[src/rtl/demod_ctrl_seq_pkg.sv]
// Shared types and defaults for the demodulator start-up sequencer.
package demod_ctrl_pkg;

  typedef enum logic [2:0] {
    WAIT_LOCK = 3'd0,
    FLUSH     = 3'd1,
    WARMUP    = 3'd2,
    RUN       = 3'd3,
    OVR       = 3'd4
  } ctrl_state_e;

  localparam int unsigned DECIM_DEF        = 10;
  localparam int unsigned FLUSH_CYCLES_DEF = 16;
  localparam int unsigned WARMUP_OUT_DEF   = 4;
  localparam int unsigned OVR_LIMIT_DEF    = 8;

  // The CIC is out of reset and clocking in these states.
  function automatic logic cic_running(ctrl_state_e s);
    return (s == WARMUP) || (s == RUN) || (s == OVR);
  endfunction

endpackage

[src/rtl/demod_ctrl_seq_sync_2ff.sv]
// Two-flop synchroniser for a single asynchronous level (clock-wizard lock).
module sync_2ff (
  input  logic clk_i,
  input  logic rst_ni,
  input  logic d_i,
  output logic q_o
);

  logic meta_q;
  logic sync_q;

  // Capture the async level, then resolve metastability in a second stage.
  always_ff @(posedge clk_i or negedge rst_ni) begin
    if (!rst_ni) begin
      meta_q <= 1'b0;
      sync_q <= 1'b0;
    end else begin
      meta_q <= d_i;
      sync_q <= meta_q;
    end
  end

  assign q_o = sync_q;

endmodule

[src/rtl/demod_ctrl_seq.sv]
// Start-up / run-time sequencer for the ADC -> CIC -> demodulator chain.
// Holds the CIC in reset until lock + flush, generates the decimation strobe,
// and qualifies demodulator output around warm-up and sustained over-range.
// Optional macro OVR_AUTO_RESTART_EN: over-range recovery re-flushes the CIC
// instead of resuming RUN directly.
module demod_ctrl_seq
  import demod_ctrl_pkg::*;
#(
  parameter int unsigned DECIM        = DECIM_DEF,
  parameter int unsigned FLUSH_CYCLES = FLUSH_CYCLES_DEF,
  parameter int unsigned WARMUP_OUT   = WARMUP_OUT_DEF,
  parameter int unsigned OVR_LIMIT    = OVR_LIMIT_DEF,
  parameter int unsigned CNT_W        = 16
) (
  input  logic             clk_ADC_6MHz,
  input  logic             sys_rst_n,
  input  logic             locked,
  input  logic             restart,
  input  logic             ad1_otr,
  input  logic             ad2_otr,
  input  logic             ovr_clr,
  output logic             cic_rst,
  output logic             cic_en,
  output logic             dec_strobe,
  output logic             demod_valid,
  output logic [2:0]       state,
  output logic             ovr_flag,
  output logic [CNT_W-1:0] ovr_count
);

  localparam int unsigned PH_W = $clog2(DECIM + 1);
  localparam int unsigned FL_W = $clog2(FLUSH_CYCLES + 1);
  localparam int unsigned WU_W = $clog2(WARMUP_OUT + 1);
  localparam int unsigned OV_W = $clog2(OVR_LIMIT + 1);

  localparam logic [PH_W-1:0]  PH_LAST = PH_W'(DECIM - 1);
  localparam logic [PH_W-1:0]  PH_ONE  = PH_W'(1);
  localparam logic [FL_W-1:0]  FL_LAST = FL_W'(FLUSH_CYCLES - 1);
  localparam logic [FL_W-1:0]  FL_ONE  = FL_W'(1);
  localparam logic [WU_W-1:0]  WU_LAST = WU_W'(WARMUP_OUT - 1);
  localparam logic [WU_W-1:0]  WU_ONE  = WU_W'(1);
  localparam logic [OV_W-1:0]  OV_LIM  = OV_W'(OVR_LIMIT);
  localparam logic [OV_W-1:0]  OV_ONE  = OV_W'(1);
  localparam logic [CNT_W-1:0] CNT_ONE = CNT_W'(1);

  ctrl_state_e      state_q, state_d;
  logic             lock_s;
  logic             otr_q;
  logic [PH_W-1:0]  phase_q, phase_d;
  logic [FL_W-1:0]  flush_q, flush_d;
  logic [WU_W-1:0]  wcnt_q, wcnt_d;
  logic [OV_W-1:0]  trip_q, trip_d;
  logic [OV_W-1:0]  clean_q, clean_d;

  logic             cic_rst_d, cic_en_d, dec_strobe_d, demod_valid_d;
  logic             ovr_flag_d;
  logic [CNT_W-1:0] ovr_count_d;
  logic             keep_run, enter_flush, trip_evt;

  sync_2ff u_lock_sync (
    .clk_i  (clk_ADC_6MHz),
    .rst_ni (sys_rst_n),
    .d_i    (locked),
    .q_o    (lock_s)
  );

  // State register.
  always_ff @(posedge clk_ADC_6MHz or negedge sys_rst_n) begin
    if (!sys_rst_n) state_q <= WAIT_LOCK;
    else            state_q <= state_d;
  end

  // Next state: lock loss, then restart, then over-range, then progression.
  always_comb begin
    state_d = state_q;
    trip_d  = '0;
    clean_d = '0;
    if (state_q == RUN && otr_q)  trip_d  = trip_q + OV_ONE;
    if (state_q == OVR && !otr_q) clean_d = clean_q + OV_ONE;

    if (state_q != WAIT_LOCK && !lock_s) begin
      state_d = WAIT_LOCK;
    end else if (state_q != WAIT_LOCK && restart) begin
      state_d = FLUSH;
    end else begin
      unique case (state_q)
        WAIT_LOCK: if (lock_s) state_d = FLUSH;
        FLUSH:     if (flush_q == FL_LAST) state_d = WARMUP;
        WARMUP:    if (phase_q == PH_LAST && wcnt_q == WU_LAST) state_d = RUN;
        RUN:       if (trip_d == OV_LIM) state_d = OVR;
        OVR: begin
          if (clean_d == OV_LIM) begin
`ifdef OVR_AUTO_RESTART_EN
            state_d = FLUSH;
`else
            state_d = RUN;
`endif
          end
        end
        default:   state_d = WAIT_LOCK;
      endcase
    end
  end

  // Output and counter decode; outputs follow the state being entered so
  // they line up with the registered state.
  always_comb begin
    keep_run    = cic_running(state_q) && cic_running(state_d);
    enter_flush = (state_d == FLUSH) && ((state_q != FLUSH) || restart);
    trip_evt    = (state_q == RUN) && (state_d == OVR);

    flush_d = '0;
    if (state_d == FLUSH && !enter_flush) flush_d = flush_q + FL_ONE;

    phase_d = '0;
    if (keep_run) phase_d = (phase_q == PH_LAST) ? '0 : phase_q + PH_ONE;

    wcnt_d = '0;
    if (state_q == WARMUP && state_d == WARMUP)
      wcnt_d = (phase_q == PH_LAST) ? wcnt_q + WU_ONE : wcnt_q;

    cic_en_d      = cic_running(state_d);
    cic_rst_d     = !cic_running(state_d);
    demod_valid_d = (state_d == RUN);
    dec_strobe_d  = keep_run && (phase_q == PH_LAST);

    // A trip wins over a coincident clear: flag set, count restarts at 1.
    ovr_flag_d  = ovr_flag;
    ovr_count_d = ovr_count;
    if (trip_evt) begin
      ovr_flag_d  = 1'b1;
      ovr_count_d = ovr_clr ? CNT_ONE :
                    (&ovr_count) ? ovr_count : ovr_count + CNT_ONE;
    end else if (ovr_clr) begin
      ovr_flag_d  = 1'b0;
      ovr_count_d = '0;
    end
  end

  // Counters, over-range sample register and registered outputs.
  always_ff @(posedge clk_ADC_6MHz or negedge sys_rst_n) begin
    if (!sys_rst_n) begin
      otr_q       <= 1'b0;
      phase_q     <= '0;
      flush_q     <= '0;
      wcnt_q      <= '0;
      trip_q      <= '0;
      clean_q     <= '0;
      cic_rst     <= 1'b1;
      cic_en      <= 1'b0;
      dec_strobe  <= 1'b0;
      demod_valid <= 1'b0;
      ovr_flag    <= 1'b0;
      ovr_count   <= '0;
    end else begin
      otr_q       <= ad1_otr | ad2_otr;
      phase_q     <= phase_d;
      flush_q     <= flush_d;
      wcnt_q      <= wcnt_d;
      trip_q      <= trip_d;
      clean_q     <= clean_d;
      cic_rst     <= cic_rst_d;
      cic_en      <= cic_en_d;
      dec_strobe  <= dec_strobe_d;
      demod_valid <= demod_valid_d;
      ovr_flag    <= ovr_flag_d;
      ovr_count   <= ovr_count_d;
    end
  end

  assign state = state_q;

endmodule
[config.mk]
export PLATFORM = sky130hd
export DESIGN_NAME = demod_ctrl_seq
export DESIGN_NICKNAME = d
export VERILOG_FILES = /design/src/rtl/demod_ctrl_seq_pkg.sv /design/src/rtl/demod_ctrl_seq_sync_2ff.sv /design/src/rtl/demod_ctrl_seq.sv
export SDC_FILE = /design/constraint.sdc
export NUM_CORES = 1
export LEC_CHECK = 0
export ABC_AREA = 1
export ABC_CLOCK_PERIOD_IN_PS = 2800
export BUFFER_PORTS_ARGS = -buffer_cell sky130_fd_sc_hd__buf_2
export CAP_MARGIN = 20
export CORE_MARGIN = 2
export CORE_UTILIZATION = 50
export CTS_BUF_LIST = sky130_fd_sc_hd__clkbuf_2 sky130_fd_sc_hd__clkbuf_4 sky130_fd_sc_hd__clkbuf_8
export CTS_CLUSTER_SIZE = 24
export DETAILED_ROUTE_END_ITERATION = 7
export PLACE_DENSITY = 0.7
export SYNTH_ARGS = -nofsm -noshare
export SYNTH_HDL_FRONTEND = slang
export SYNTH_SLANG_ARGS = --single-unit
[constraint.sdc]
create_clock -name clk_ADC_6MHz -period 2.8 [get_ports clk_ADC_6MHz]
set_input_delay 0.84 -clock clk_ADC_6MHz [delete_from_list [all_inputs] [get_ports clk_ADC_6MHz]]
set_output_delay 0.84 -clock clk_ADC_6MHz [all_outputs]
set_load 0.02 [all_outputs]
==> impl_metrics.json <==
{
  "outcome": "completed",
  "hpwl_um": 3280,
  "post_drt_wl_per_cell_um": 10.8,
  "skew_ns": 0.00470,
  "path_clk_slew_ns": 0.08,
  "final_antenna_net_count": 0,
  "core_region_area_um2": 4750,
  "grt_pass1_wl_um": 7650,
  "vias": 1875,
  "stdcell_count": 390,
  "synthMuxAreaShare_pct": 0.404,
  "peakVddDrop_mv": 0.216,
  "max_cap_violations": 0,
  "synth.net_count": 301,
  "min_period_over_period_pct": 70.0,
  "synth_xor_area_share_pct": 4.60,
  "synth_area_leaders": "dfrtp_1, nand2_1, nand2_2",
  "critPathBufInv": 0,
  "initial_utilization_pct": 52.1,
  "routed_wl_um": 4220,
  "relSlewSlack_pct": 65.9,
  "yosysTopAreaCellShare_pct": 46.5,
  "cts_tree": "built",
  "grt_pass1_vias": 1755,
  "port_buffers": 30,
  "grt_max_degree": 27,
  "antenna_found_initial": 0,
  "synthCells": 285,
  "h-tree-depth": 2,
  "clock-sinks": 47,
  "rsz0062_at_grt": "false",
  "drive_above_1_share_pct": 26.0,
  "cp.arrival_ns": 2.15,
  "post-route-min-period_ns": 1.96,
  "vias_per_cell": 4.81,
  "post_cts_resized": 0,
  "final_core_util_pct": 59.2,
  "insertedDiodeCount": 0,
  "clock_latency_ns": 0.29,
  "synth_edf_count": 0,
  "fillers": 451,
  "ys_top_cells_by_count": "nand2_1, dfrtp_1, inv_1, nor2_1, nand2_2",
  "cp-start-kind": "register",
  "syn_area_um2": 2480,
  "fp-row-count": 25,
  "cpMaxStageDelayCell": "dfrtp_1",
  "post_cts_buffers": 0,
  "ctsLongestPathBuffers": 2,
  "setup-violations-final": 0,
  "synth-seq-cells": 47,
  "path_class": "reg -> reg",
  "cp-end-kind": "register",
  "holdBufCountCts": 0,
  "cp_top_family": "simple AND/OR/NAND/NOR gates",
  "yosys.area.top_type": "dfrtp_1",
  "critPathMaxStageDelay_ns": 0.44,
  "min_path_type": "reg -> reg",
  "p_per_area_nw_per_um2": 465,
  "ys_seq_area_share_pct": 47.5,
  "worstPathRequired_ns": 2.99,
  "nets": 338,
  "synth_most_common_cell": "nand2_1",
  "synth_simple_gate_area_share_pct": 33.1,
  "dpl.cell_count": 382,
  "tns_ns": 0,
  "cp_cell_sequence": "ha_1 -> nand3_1 -> nor2_2 -> nand4_1 -> nor2_2 -> nand3_1 -> nand2_1 -> nor2_4 -> nand3_1 -> nand2_2",
  "dieHeight_um": 74.4,
  "clockRootBuffer": "clkbuf_8",
  "synth_fa_ha_area_share_pct": 4.55,
  "ys_warn_count": 0,
  "async_flop_share_pct": 100,
  "drv_slew": 0,
  "clock.fmax_mhz": 510,
  "die_x_um": 74.4,
  "ios": 31,
  "cp_common_cell": "nand3_1",
  "cts_buffers": 5,
  "worstMarginPinSlew_ns": 0.512,
  "overflow": 0,
  "cp_max_fo": 10,
  "gp_congestion": 0.744,
  "synth_top_family_by_area": "simple AND/OR/NAND/NOR gates",
  "p_leak_nw": 1.54,
  "r2r_slack_ns": 0.84,
  "drt_pre_antenna_iters": 4,
  "syn_to_final_growth_pct": 13.6,
  "dieArea_um2": 5530,
  "avgSynthCellArea_um2": 8.69,
  "hold_viol": 0,
  "grt_use_total_pct": 18.2,
  "drt_iter0_markers": 67,
  "synth_cell_type_count": 29,
  "synth_flop_cell": "dfrtp_1",
  "synth_compound_area_share_pct": 3.08,
  "drc": 0
}
layer usage:
layer  wire length [um]  up-vias  GRT usage (%)
met5                  0        -              0
met4                 69        0           6.55
met3                153        5           4.07
met2               1980       29           30.3
met1               2020      878           23.4
li1                   -      963              -
through the flow:
step                total power [mW]  hold slack (ns)  worst slack (ns)  area (um^2)
CTS                             1.33            0.360             0.801         2820
global route                    1.39            0.388             0.623         2820
floorplan                      0.831            0.331             0.918         2480
finish                          1.31            0.353             0.841         2820
detailed placement             0.878            0.337             0.825         2710
global placement               0.875            0.337             0.851         2710
layout make-up:
| class | instances | area [um^2] | area share (%) |
|---|---|---|---|
| multi-input combinational | 198 | 1130 | 40.3 |
| sequential | 47 | 1180 | 41.8 |
| tap | 67 | 83.8 | 2.98 |
| clock buffer | 8 | 104 | 3.69 |
| timing repair buffer | 31 | 170 | 6.04 |
| inverter | 39 | 146 | 5.20 |
placed cells by master, fill, tap and decap left out, drive strengths merged:
cell type  instances
ha                 9
or2                4
o21bai             1
nand3             22
inv               39
nor2              38
xor2               7
o21ai              2
a21oi              7
clkbuf             8
xnor2              6
buf               31
o22ai              2
dfstp              1
mux2i              1
nand4              7
nor3               2
nand3b             4
nand2             85
a21o               1
dfrtp             46
cell families (layout without fill, tap and decap cells):
family | Yosys count | count (layout)
and+or+nand+nor | 162 | 162
DFF | 47 | 47
xor gates and xnor gates | 13 | 13
muxes | 1 | 1
AOI/OAI and AO/OA | 13 | 13
buffers and inverters | 40 | 78
adders and majority gates | 9 | 9
worst reg2reg max path, cell delays in order, from the launching register on:
cell	delay (ns)
dfrtp_1	0.44
ha_1	0.21
nand3_1	0.12
nor2_2	0.14
nand4_1	0.18
nor2_2	0.20
nand3_1	0.18
nand2_1	0.16
nor2_4	0.09
nand3_1	0.09
nand2_2	0.05
where the power goes:
group / switching [mW] / total (mW) / internal [mW]
logic: 0.100 / 0.146 / 0.0461
registers: 0.0222 / 0.715 / 0.693
clock network: 0.213 / 0.448 / 0.235
registers in the layout, summed over array words and instances (netlist names):
| signal | count |
|---|---|
| cic_rst | 1 |
| cic_en | 1 |
| u_lock_sync.q_o | 1 |
| demod_valid | 1 |
| u_lock_sync.meta_q | 1 |
| flush_q | 5 |
| wcnt_q | 3 |
| dec_strobe | 1 |
| otr_q | 1 |
| trip_q | 4 |
| phase_q | 4 |
| ovr_flag | 1 |
| ovr_count | 16 |
| clean_q | 4 |
| state | 3 |
final timing paths:
kind / from / to / cells after the start
min in group asynchronous: sys_rst_n / clean_q[2] / 1
max in group asynchronous: sys_rst_n / cic_rst / 2
worst max-delay path: ovr_count[0] / ovr_count[9] / 10
worst max register to register: ovr_count[0] / ovr_count[9] / 10
worst min register to register: u_lock_sync.meta_q / u_lock_sync.q_o / 0
worst min-delay path: u_lock_sync.meta_q / u_lock_sync.q_o / 0
(Power assumes the default switching activity.)
